===== src/rtl/rx_lane_deskew.sv =====
// Four-lane receive deskew: per-lane tap delay lines aligned on the |A| character,
// with a hunt window FSM and loss-of-alignment monitoring.
module rx_lane_deskew #(
  parameter int unsigned MAX_SKEW   = 4,
  parameter int unsigned SKEW_W     = 3,
  parameter logic [7:0]  CHAR_A     = 8'h7C,
  parameter int unsigned LOSS_THRES = 4
) (
  input  logic                  i_unif_clk,
  input  logic                  i_unif_rst,
  input  logic [31:0]           i_l_data,
  input  logic [3:0]            i_l_datak,
  output logic [31:0]           o_u_data,
  output logic [3:0]            o_u_datak,
  output logic                  o_u_aligned,
  output logic [4*SKEW_W-1:0]   o_u_skew,
  output logic                  o_u_realign
);

  localparam int unsigned NTAP  = MAX_SKEW + 1;
  localparam int unsigned BAD_W = $clog2(LOSS_THRES + 1);

  typedef enum logic [1:0] {
    HUNT_IDLE,
    HUNT_WIN,
    ALIGNED
  } state_t;

  state_t            state_q, state_d;
  logic [31:0]       tap_data_q [NTAP];
  logic [3:0]        tap_k_q    [NTAP];
  logic [SKEW_W-1:0] w_q, w_d;
  logic [SKEW_W-1:0] off_q   [4];
  logic [SKEW_W-1:0] off_d   [4];
  logic [SKEW_W-1:0] delay_q [4];
  logic [SKEW_W-1:0] delay_d [4];
  logic [3:0]        seen_q, seen_d;
  logic [BAD_W-1:0]  bad_q, bad_d;
  logic              loss;

  logic [3:0]        a_tap0;
  logic [3:0]        a_sel;
  logic [31:0]       sel_data;
  logic [3:0]        sel_k;

  logic [31:0]       data_q;
  logic [3:0]        datak_q;
  logic              aligned_q;
  logic              realign_q;

  always_comb begin
    a_tap0   = '0;
    a_sel    = '0;
    sel_data = '0;
    sel_k    = '0;
    for (int unsigned i = 0; i < 4; i++) begin
      a_tap0[i]           = tap_k_q[0][i] && (tap_data_q[0][8*i +: 8] == CHAR_A);
      sel_data[8*i +: 8]  = tap_data_q[delay_q[i]][8*i +: 8];
      sel_k[i]            = tap_k_q[delay_q[i]][i];
      a_sel[i]            = tap_k_q[delay_q[i]][i] &&
                            (tap_data_q[delay_q[i]][8*i +: 8] == CHAR_A);
    end
  end

  always_comb begin
    state_d = state_q;
    w_d     = w_q;
    off_d   = off_q;
    delay_d = delay_q;
    seen_d  = seen_q;
    bad_d   = bad_q;
    loss    = 1'b0;
    case (state_q)
      HUNT_IDLE: begin
        if (|a_tap0) begin
          w_d    = '0;
          seen_d = a_tap0;
          for (int unsigned i = 0; i < 4; i++) begin
            if (a_tap0[i]) off_d[i] = '0;
          end
          // All lanes on the same cycle: zero skew, lock immediately.
          if (&a_tap0) begin
            for (int unsigned i = 0; i < 4; i++) delay_d[i] = '0;
            seen_d  = '0;
            bad_d   = '0;
            state_d = ALIGNED;
          end else begin
            state_d = HUNT_WIN;
          end
        end
      end
      HUNT_WIN: begin
        w_d = w_q + 1'b1;
        for (int unsigned i = 0; i < 4; i++) begin
          if (a_tap0[i] && !seen_q[i]) begin
            off_d[i]  = w_d;
            seen_d[i] = 1'b1;
          end
        end
        // The lane completing the window is the latest one, so w_d is max offset.
        if (&seen_d) begin
          for (int unsigned i = 0; i < 4; i++) delay_d[i] = w_d - off_d[i];
          seen_d  = '0;
          bad_d   = '0;
          state_d = ALIGNED;
        end else if (w_d == SKEW_W'(MAX_SKEW)) begin
          seen_d  = '0;
          state_d = HUNT_IDLE;
        end
      end
      ALIGNED: begin
        if (|a_sel) begin
          if (&a_sel) begin
            bad_d = '0;
          end else if (bad_q != BAD_W'(LOSS_THRES)) begin
            bad_d = bad_q + 1'b1;
          end
        end
        if (bad_d == BAD_W'(LOSS_THRES)) begin
          loss    = 1'b1;
          bad_d   = '0;
          seen_d  = '0;
          state_d = HUNT_IDLE;
        end
      end
      default: state_d = HUNT_IDLE;
    endcase
  end

  always_ff @(posedge i_unif_clk) begin
    if (i_unif_rst) begin
      state_q <= HUNT_IDLE;
      w_q     <= '0;
      seen_q  <= '0;
      bad_q   <= '0;
      for (int unsigned k = 0; k < NTAP; k++) begin
        tap_data_q[k] <= '0;
        tap_k_q[k]    <= '0;
      end
      for (int unsigned i = 0; i < 4; i++) begin
        off_q[i]   <= '0;
        delay_q[i] <= '0;
      end
      data_q    <= '0;
      datak_q   <= '0;
      aligned_q <= 1'b0;
      realign_q <= 1'b0;
    end else begin
      state_q <= state_d;
      w_q     <= w_d;
      seen_q  <= seen_d;
      bad_q   <= bad_d;
      off_q   <= off_d;
      delay_q <= delay_d;
      tap_data_q[0] <= i_l_data;
      tap_k_q[0]    <= i_l_datak;
      for (int unsigned k = 1; k < NTAP; k++) begin
        tap_data_q[k] <= tap_data_q[k-1];
        tap_k_q[k]    <= tap_k_q[k-1];
      end
      // Outputs follow the current state, so lock shows one edge after the delays load.
      aligned_q <= (state_q == ALIGNED) && !loss;
      data_q    <= ((state_q == ALIGNED) && !loss) ? sel_data : '0;
      datak_q   <= ((state_q == ALIGNED) && !loss) ? sel_k    : '0;
      realign_q <= loss;
    end
  end

  always_comb begin
    o_u_skew = '0;
    for (int unsigned i = 0; i < 4; i++) begin
      o_u_skew[i*SKEW_W +: SKEW_W] = delay_q[i];
    end
  end

  assign o_u_data    = data_q;
  assign o_u_datak   = datak_q;
  assign o_u_aligned = aligned_q;
  assign o_u_realign = realign_q;

endmodule


===== config.mk =====
export PLATFORM = sky130hd
export DESIGN_NAME = rx_lane_deskew
export DESIGN_NICKNAME = d
export VERILOG_FILES = /design/src/rtl/rx_lane_deskew.sv
export SDC_FILE = /design/constraint.sdc
export NUM_CORES = 1
export LEC_CHECK = 0
export ABC_CLOCK_PERIOD_IN_PS = 3000
export CAP_MARGIN = 30
export CELL_PAD_IN_SITES_DETAIL_PLACEMENT = 0
export CELL_PAD_IN_SITES_GLOBAL_PLACEMENT = 1
export CORE_MARGIN = 2
export CORE_UTILIZATION = 25
export DETAILED_ROUTE_END_ITERATION = 8
export HOLD_SLACK_MARGIN = 0.1
export PLACE_DENSITY = 0.55
export SLEW_MARGIN = 20
export SYNTH_ARGS = -nofsm -noshare
export SYNTH_HDL_FRONTEND = slang
export SYNTH_SLANG_ARGS = --single-unit

===== constraint.sdc =====
create_clock -name i_unif_clk -period 3 [get_ports i_unif_clk]
set_input_delay 0.3 -clock i_unif_clk [delete_from_list [all_inputs] [get_ports i_unif_clk]]
set_output_delay 0.3 -clock i_unif_clk [all_outputs]
set_load 0.02 [all_outputs]

==> results.json <==
{
  "yosys_warnings": 0,
  "fp.dieArea_mm2": 0.04125,
  "maxCapViolations": 0,
  "groute.usage.overall_pct": 11.53,
  "drt_wl_total_um": 23580,
  "routed-via-count": 6604,
  "violations": "setup timing",
  "path_cells": "buf_12 -> mux4_2 -> or3b_1 -> o21a_1 -> a211oi_4 -> buf_6 -> a32oi_1 -> o32ai_4 -> o2bb2ai_4 -> buf_6 -> o41ai_4 -> o22ai_1",
  "synth_cell_type_count": 61,
  "drv_slew": 0,
  "syn_to_final_growth_pct": 31.66,
  "yosysSeqAreaShare_pct": 53.73,
  "final_cell_mix": "264 x dfxtp_1, 187 x nor2b_1, 86 x clkdlybuf4s50_1",
  "grt_max_degree": 120,
  "arrival_ns": 3.54,
  "ir_drop_v": 0.0003002,
  "crit_path_top_delay_cell": "mux4_2",
  "synth_area_leaders": "dfxtp_1 54%, nor2b_1 12%, mux4_2 6.6%",
  "yosys.area.top_type_share_pct": 53.73,
  "syn_area_per_cell_um2": 11.10,
  "hold_viol": 0,
  "layout.nets": 1095,
  "antenna_found_initial": 0,
  "portBuffers": 87,
  "cts.htree.levels": 1,
  "drc_errors": 0,
  "avgViaCountPerCell": 4.185,
  "timing.hold.ws_ns": 0.3114,
  "io_pins": 88,
  "max-clock-path-buffers": 3,
  "fin_crit_sh_pct": 103.9,
  "worst_slew_margin_rel_pct": 56.55,
  "power_density_mw_per_mm2": 581.5,
  "power.leakage_nw": 4.704,
  "worst_path_most_repeated_cell": "buf_6",
  "clkLatencyLatePin_ns": 0.55,
  "worst_slack_ns": -0.1179,
  "synthCells": 893,
  "cpPeakStageDelay_ns": 0.50,
  "critPathLaunchType": "register",
  "clk_pin_slew_ns": 0.06,
  "synth_top_cell_by_area": "dfxtp_1",
  "utilization_pct": 33.53,
  "core_mm2": 0.03892,
  "initial_core_util_pct": 25.47,
  "tightest_slew_ns": 0.6489,
  "final_cells": 1578,
  "syn_nets": 947,
  "synth_edf_count": 0,
  "rsz0062_at_grt": "true",
  "skew_ns": 0.01156,
  "die_width_um": 203.1,
  "worstHoldPathType": "primary input to register",
  "layout_commonest_cell": "dfxtp_1",
  "drive_above_1_share_pct": 19.72,
  "final-setup-viol-count": 44,
  "power_w": 0.007587,
  "dpl.hpwl_um": 16360,
  "cts_tree": "yes",
  "max_freq_mhz": 320.7,
  "grt_overflow": 0,
  "grt_pass1_vias": 6811,
  "place_area_mm2": 0.01174,
  "async_flop_share_pct": 0,
  "fin_crit_ns": 3.118,
  "hold_start": "i_l_data[3]",
  "crit_fanout": 8,
  "die_h_um": 203.1,
  "cp.required_ns": 3.42,
  "cts_sinks": 266,
  "clock-root-buffer": "clkbuf_16",
  "status": "complete, but fails checks",
  "synth_top_flop_cell": "dfxtp_1",
  "num_antenna_cells": 0,
  "place_congestion": 0.7539,
  "fin_area_mm2": 0.01305,
  "syn_area_mm2": 0.009911,
  "wl_per_cell_um": 14.94,
  "rows": 72,
  "worstSetupEndpointType": "register",
  "postRouteAntennaNets": 0,
  "numCtsBuffers": 30,
  "dp_cells": 1516,
  "grt_pass1_wl_um": 37800,
  "drtIter0Drc": 308,
  "path_class": "register to register",
  "ys_ff_latch": 266,
  "drt_pass1_iterations": 4
}
## through the flow
| stage | TNS (ns) | setup WS [ns] |
|---|---|---|
| floorplan | -0.001929 | -0.001929 |
| global placement | -8.367 | -0.2232 |
| detailed placement | -12.79 | -0.3375 |
| CTS | -4.338 | -0.1305 |
| global route | -9.162 | -0.2689 |
| finish | -3.704 | -0.1179 |
## final timing paths
check             slack [ns]                 to  depth (start not counted)
setup / recovery       -0.12          seen_q[2]                         12
hold / removal          0.31   tap_data_q[0][3]                          2
setup reg to reg       -0.12          seen_q[2]                         12
hold reg to reg         0.46  tap_data_q[4][15]                          1
## layer usage
layer	track usage [%]	vias up	wire length [um]
li1	-	3330	-
met1	15.54	3134	11280
met2	18.71	103	10580
met3	2.183	37	1153
met4	3.493	0	569
met5	0	-	0
## registers in the layout, indices dropped and copies added (netlist names), 3 cells and up, named ones only
| name | count |
|---|---|
| seen_q | 4 |
| tap_data_q | 160 |
| tap_k_q | 20 |
| o_u_datak | 4 |
| off_q | 12 |
| o_u_data | 32 |
| bad_q | 3 |
| w_q | 3 |
| o_u_skew | 12 |
## cell type report
cell class / instances / area (um^2)
clock buffer: 43 / 870.8
clock inverter: 8 / 92.59
fill: 4011 / 25870
inverter: 20 / 75.07
multi-input combinational: 562 / 4471
sequential: 266 / 5328
tap: 518 / 648.1
timing repair buffer: 161 / 1564
## critical path: cells and delay by family, from the launching register on
kind / cells / cell delay [ns]
flip-flops: 1 / 0.34
multiplexers: 1 / 0.50
AND/OR/NAND/NOR: 1 / 0.38
buffers and inverters: 3 / 0.43
AO/OA/AOI/OAI: 7 / 1.33
## cells by family after synthesis
group | share of synthesized area, %
buf+inv | 3.042
flops | 53.73
compound gates | 6.577
fa+ha+maj | 2.323
xor+xnor | 0.7069
mux | 12.18
simple gates | 21.44
## cell usage after synthesis (all sizes together) (7+ instances only)
cell type,n
a21oi,30
dfxtp,266
mux2i,40
nor4,7
clkbuf,36
buf,9
mux4,34
nand2b,11
o22ai,7
o21ai,11
nor2b,187
ha,12
nor2,96
nand2,27
a22oi,10
inv,19
## power by group
| group | switching, W | total [W] | internal (W) |
|---|---|---|---|
| sequential | 0.0000483 | 0.00366 | 0.00361 |
| clock | 0.00141 | 0.00357 | 0.00216 |
| combinational | 0.000172 | 0.000360 | 0.000188 |
| total | 0.00163 | 0.00759 | 0.00596 |
## timing repair
action / 4_1_cts / 5_1_grt
setup buffers: 8 / 0
gates cloned: 2 / 0
hold buffers: 1 / 0
hold endpoints to repair: 1 / 0
setup endpoints to repair: 45 / 63
pin swaps: 20 / 3
resized for setup: 35 / 8
Note: power is estimated with default switching activity, not from simulation.
